`src/rtl/sb_pkg.sv`:
```
// sb_pkg: shared types, default sizes and pointer helper for the store buffer.
//   sb_entry_t : one buffered store {addr, data}
//   ptr_inc    : ring-pointer increment with wrap modulo depth
package sb_pkg;
    localparam int SB_DEPTH = 4;
    localparam int SB_AW = 5;
    localparam int SB_DW = 32;
    typedef struct packed {
        logic [SB_AW-1:0] addr;
        logic [SB_DW-1:0] data;
    } sb_entry_t;
    function automatic int ptr_inc(input int p, input int depth);
        return (p + 1) % depth;
    endfunction
endpackage

```
`src/rtl/sb_fwd_match.sv`:
```
// sb_fwd_match: finds the youngest valid buffered store whose address matches a load.
//   entries : ring of buffered stores
//   head    : index of the oldest valid entry
//   count   : number of valid entries starting at head
//   addr    : load word address
//   hit     : some valid entry matches
//   data    : data of the youngest matching entry (zero when no hit)
module sb_fwd_match
    import sb_pkg::*;
#(
    parameter int DEPTH = SB_DEPTH,
    parameter int AW = SB_AW,
    parameter int DW = SB_DW,
    localparam int PW = $clog2(DEPTH),
    localparam int CW = $clog2(DEPTH + 1)
) (
    input  sb_entry_t       entries [DEPTH],
    input  logic [PW-1:0]   head,
    input  logic [CW-1:0]   count,
    input  logic [AW-1:0]   addr,
    output logic            hit,
    output logic [DW-1:0]   data
);
    logic [PW-1:0] idx;
    // Walk oldest to youngest so a later match overrides an earlier one.
    always_comb begin
        hit = 1'b0;
        data = '0;
        idx = '0;
        for (int i = 0; i < DEPTH; i++) begin
            idx = head + PW'(i);
            if (CW'(i) < count && entries[idx].addr == addr) begin
                hit = 1'b1;
                data = entries[idx].data;
            end
        end
    end
endmodule

```
`src/rtl/store_buffer.sv`:
```
// store_buffer: posted-write FIFO between the CPU and a single-port data memory.
//   Clk, Rst            : clock, synchronous active-high reset
//   Cpu_Addr/Din/We/Re  : CPU load/store request
//   Ld_Dout             : load result (youngest buffered store, else memory)
//   Stall               : store refused because the buffer is full
//   Mem_Addr/Din/We     : data memory port, Mem_Dout its asynchronous read data
//   Empty, Count        : occupancy status
module store_buffer
    import sb_pkg::*;
#(
    parameter int DEPTH = SB_DEPTH,
    parameter int AW = SB_AW,
    parameter int DW = SB_DW,
    localparam int PW = $clog2(DEPTH),
    localparam int CW = $clog2(DEPTH + 1)
) (
    input  logic          Clk,
    input  logic          Rst,
    input  logic [31:0]   Cpu_Addr,
    input  logic [DW-1:0] Cpu_Din,
    input  logic          Cpu_We,
    input  logic          Cpu_Re,
    output logic [DW-1:0] Ld_Dout,
    output logic          Stall,
    output logic [31:0]   Mem_Addr,
    output logic [DW-1:0] Mem_Din,
    output logic          Mem_We,
    input  logic [DW-1:0] Mem_Dout,
    output logic          Empty,
    output logic [CW-1:0] Count
);
    sb_entry_t entries [DEPTH];
    logic [PW-1:0] head, tail;
    logic [CW-1:0] count;
    logic full, push, drain, hit;
    logic [DW-1:0] fwd_data;

    assign full = count == CW'(DEPTH);
    assign push = Cpu_We & ~full;
    // A load owns the memory port; otherwise the oldest store drains.
    assign drain = ~Cpu_Re & (count != '0);
    assign Stall = Cpu_We & full;
    assign Mem_We = drain;
    assign Mem_Addr = 32'(drain ? entries[head].addr : Cpu_Addr[AW-1:0]);
    assign Mem_Din = drain ? entries[head].data : '0;
    assign Ld_Dout = hit ? fwd_data : Mem_Dout;
    assign Empty = count == '0;
    assign Count = count;

    sb_fwd_match #(.DEPTH(DEPTH), .AW(AW), .DW(DW)) u_fwd (
        .entries(entries),
        .head(head),
        .count(count),
        .addr(Cpu_Addr[AW-1:0]),
        .hit(hit),
        .data(fwd_data)
    );

    always_ff @(posedge Clk) begin
        if (Rst) begin
            head <= '0;
            tail <= '0;
            count <= '0;
        end else begin
            if (push) tail <= PW'(ptr_inc(32'(tail), DEPTH));
            if (drain) head <= PW'(ptr_inc(32'(head), DEPTH));
            count <= count + CW'(push) - CW'(drain);
        end
    end

    // Entry contents need no reset; only head/tail/count define validity.
    always_ff @(posedge Clk) begin
        if (push) entries[tail] <= '{addr: Cpu_Addr[AW-1:0], data: Cpu_Din};
    end
endmodule

```
`config.mk`:
```
export PLATFORM = sky130hd
export DESIGN_NAME = store_buffer
export DESIGN_NICKNAME = d
export VERILOG_FILES = /design/src/rtl/sb_pkg.sv /design/src/rtl/sb_fwd_match.sv /design/src/rtl/store_buffer.sv
export SDC_FILE = /design/constraint.sdc
export NUM_CORES = 1
export LEC_CHECK = 0
export BUFFER_PORTS_ARGS = -buffer_cell sky130_fd_sc_hd__buf_4
export CORE_UTILIZATION = 55
export CTS_CLUSTER_DIAMETER = 150
export DETAILED_ROUTE_END_ITERATION = 8
export PLACE_DENSITY = 0.86
export SYNTH_ARGS = -nofsm -noshare
export SYNTH_HDL_FRONTEND = slang
export SYNTH_HIERARCHICAL = 1
export SYNTH_SLANG_ARGS = --single-unit
export TNS_END_PERCENT = 5
```
`constraint.sdc`:
```
create_clock -name Clk -period 4.25 [get_ports Clk]
set_clock_uncertainty 0.2 [all_clocks]
set_input_delay 0.6375 -clock Clk [delete_from_list [all_inputs] [get_ports Clk]]
set_output_delay 0.6375 -clock Clk [all_outputs]
set_load 0.01 [all_outputs]
```
==> out/metrics.cfg <==
[run_status]
status=finished, violations left
violations=setup timing

[clock_network]
cts-hold-fix-buffers=0
htreeDepth=4
cts_sinks=155
numCtsBuffers=17
cts_tree=built
root_buffer=clkbuf_16
clk_latency_ns=0.44
path_clk_slew_ns=0.07
clk_path_buf_depth=2

[layout]
nets=1223
drive_gt1_frac=0.388
fin_cells=1399
diodes=0
fill_cells=1409
final_core_util=0.679
synthToLayoutAreaGrowth_pct=19.2
fin_area_um2=13900

[timing]
finalCriticalPeriod_ns=4.27
timing.fmax_mhz=234
slew_headroom=0.218
fin_crit_sh=1.00
hold_viol=0
tightest_slew_ns=1.17
rsz0062_at_grt=yes
fin_ws_ns=-0.0156
setup_violations=3
slew_violations=0

[setup_path]
cp_max_fo=38
path_class=reg -> out
crit_path_end_kind=output port
worstPathRequired_ns=3.41
critical_path_arrival_ns=3.43
crit_chain=clkbuf_4 -> mux4_2 -> xnor2_1 -> nand2_2 -> or2_4 -> buf_12 -> a311oi_2 -> o32ai_2 -> mux2_2 -> buf_4
crit_slowest_cell=mux4_2
start_kind=register
slowest_delay_ns=0.53

[detailed_routing]
routed_wl_mm=31.4
vias_per_cell=6.77
ant_nets=0
num_vias=9465
drtIter0Drc=1037
drc_errors=0
wl_per_cell_um=22.4
dr.pass1.iters=8

[yosys]
async_flop_share=0
netlist_area_um2=11700
syn_area_per_cell_um2=11.5
synth_compound_area_frac=0.106
ys_seq_elements=155
synth_cells=1012
synth_warnings=6
synth_simple_gate_area_frac=0.119
synth_cell_type_count=44
yosys-mux-area-fraction=0.291
synth_edf_count=148
yosys.area_share.adder=0.00814
synthXorXnorAreaFrac=0.0165
synth_top_family_by_area=multiplexers
ys.flop_type=edfxtp_1
synth_seq_area_share=0.393

[placed_design]
dp_slack_ns=0.0752
portBuffers=147
place_hpwl_mm=17.9
dpl_cell_area_um2=12800
dpl.cell_count=1348
place_congestion=0.766

[floorplan]
io_pins=202
core_region_area_um2=20500
die_y_um=148
start_util=0.570
rows=52
die_w_um=148
die_area_um2=21800

[global_route]
grt_pass1_vias=9030
antenna_found_initial=0
grt_max_degree=97
grt_first_pass_wirelength_mm=47.6
grt_use_total=0.281
gr-total-overflow=0

[run]
drv_cap=0

[power]
powerDensity_nw_per_um2=461
leakagePower_nw=4.76
totalPowerFinal_mw=6.42
ir_worst_vdd_uv=398

[min_path]
min_path_type=in -> reg

layout make-up:
| type | instances | area (um2) | area share |
|---|---|---|---|
| multi-input combinational | 740 | 6740 | 0.484 |
| clock buffer | 17 | 425 | 0.0306 |
| clock inverter | 15 | 150 | 0.0108 |
| timing repair buffer | 194 | 1640 | 0.118 |
| tap | 270 | 338 | 0.0243 |
| sequential | 155 | 4590 | 0.330 |
| inverter | 8 | 31.3 | 0.00225 |
what timing repair did:
action	in CTS	in global routing
buffers inserted	11	6
gates cloned	2	0
resized for setup	12	49
pin swaps	2	2
setup endpoints to repair	32	32
cell families after synthesis:
kind of cell | after synthesis
other cells | 1
buf+inv | 144
compound gates | 171
fa+ha+maj | 7
simple gates | 255
xor+xnor | 22
flops | 155
mux | 257
per-stage QoR:
stage / TNS, ns / hold slack (ns)
after CTS: 0 / 0.181
after global placement: 0 / 0.383
after global routing: -1.64 / 0.181
after detailed placement: 0 / 0.407
after floorplan: 0 / 0.361
final: -0.0261 / 0.190
where the power goes:
part	internal, mW	switching (mW)
Combinational	1.34	1.61
Sequential	1.84	0.116
Clock	0.826	0.684
Total	4.01	2.41
flip-flops by register name, summed over array words and instances, names as in the netlist:
| signal | count |
|---|---|
| tail | 2 |
| head | 2 |
| entries | 148 |
| Count | 3 |
worst paths after layout:
check / start / endpoint / slack (ns) / cells past startpoint
max: head[1] / Ld_Dout[15] / -0.02 / 10
min: Cpu_Din[8] / entries[119] / 0.19 / 1
max reg2reg: Count[1] / Count[2] / 1.40 / 9
min reg2reg: tail[1] / tail[1] / 0.42 / 3
worst max-delay path, delay by kind of cell (launching register included):
| family | cells | cell delay (ns) |
|---|---|---|
| multiplexers | 2 | 0.81 |
| AND/OR/NAND/NOR | 2 | 0.57 |
| buffers and inverters | 3 | 0.55 |
| AO/OA/AOI/OAI | 2 | 0.45 |
| flip-flops | 1 | 0.36 |
| XOR/XNOR | 1 | 0.23 |
cells in the mapped netlist (2+ instances only):
master | number | area, um2
xnor2_1 | 17 | 149
nand2_1 | 69 | 259
mux2_1 | 3 | 33.8
a311oi_1 | 64 | 561
a21o_1 | 2 | 15.0
buf_6 | 4 | 45.0
a21oi_1 | 69 | 345
o32ai_1 | 31 | 272
ha_1 | 6 | 75.1
buf_1 | 6 | 22.5
mux2_2 | 98 | 1100
nand3_1 | 2 | 10.0
nor3b_1 | 32 | 240
mux4_2 | 55 | 1240
nor2b_1 | 2 | 12.5
xor2_1 | 5 | 43.8
nor2_1 | 4 | 15.0
nand4_1 | 2 | 12.5
buf_12 | 2 | 40.0
or3_1 | 34 | 213
mux2i_1 | 100 | 1000
edfxtp_1 | 148 | 4440
nor3_1 | 64 | 320
buf_4 | 32 | 240
clkbuf_1 | 51 | 191
o21ai_0 | 2 | 10.0
and2_1 | 32 | 200
or4_1 | 2 | 15.0
and3_1 | 5 | 31.3
inv_2 | 2 | 7.51
nor3_2 | 3 | 30.0
buf_2 | 41 | 205
inv_1 | 6 | 22.5
dfxtp_1 | 7 | 140
metal layers:
metal	share of wire	global-route usage	vias to the layer above
met5	0	0	-
met4	0.034	0.135	0
met3	0.10	0.0642	111
met2	0.49	0.460	645
met1	0.37	0.353	4551
li1	-	-	4158
cells in the final DEF, fill, tap and decap left out, drive strengths merged, types with 18 or more instances in the layout:
master | synthesis | routed
mux2 | 101 | 101
nor3 | 67 | 67
a311oi | 64 | 64
mux2i | 100 | 100
nor3b | 32 | 32
and2 | 32 | 32
or3 | 34 | 34
a21oi | 69 | 69
nand2 | 69 | 69
o32ai | 32 | 32
mux4 | 56 | 56
buf | 85 | 192
conb | 1 | 27
edfxtp | 148 | 148
clkbuf | 51 | 18
Note: power is estimated with default switching activity, not from simulation.
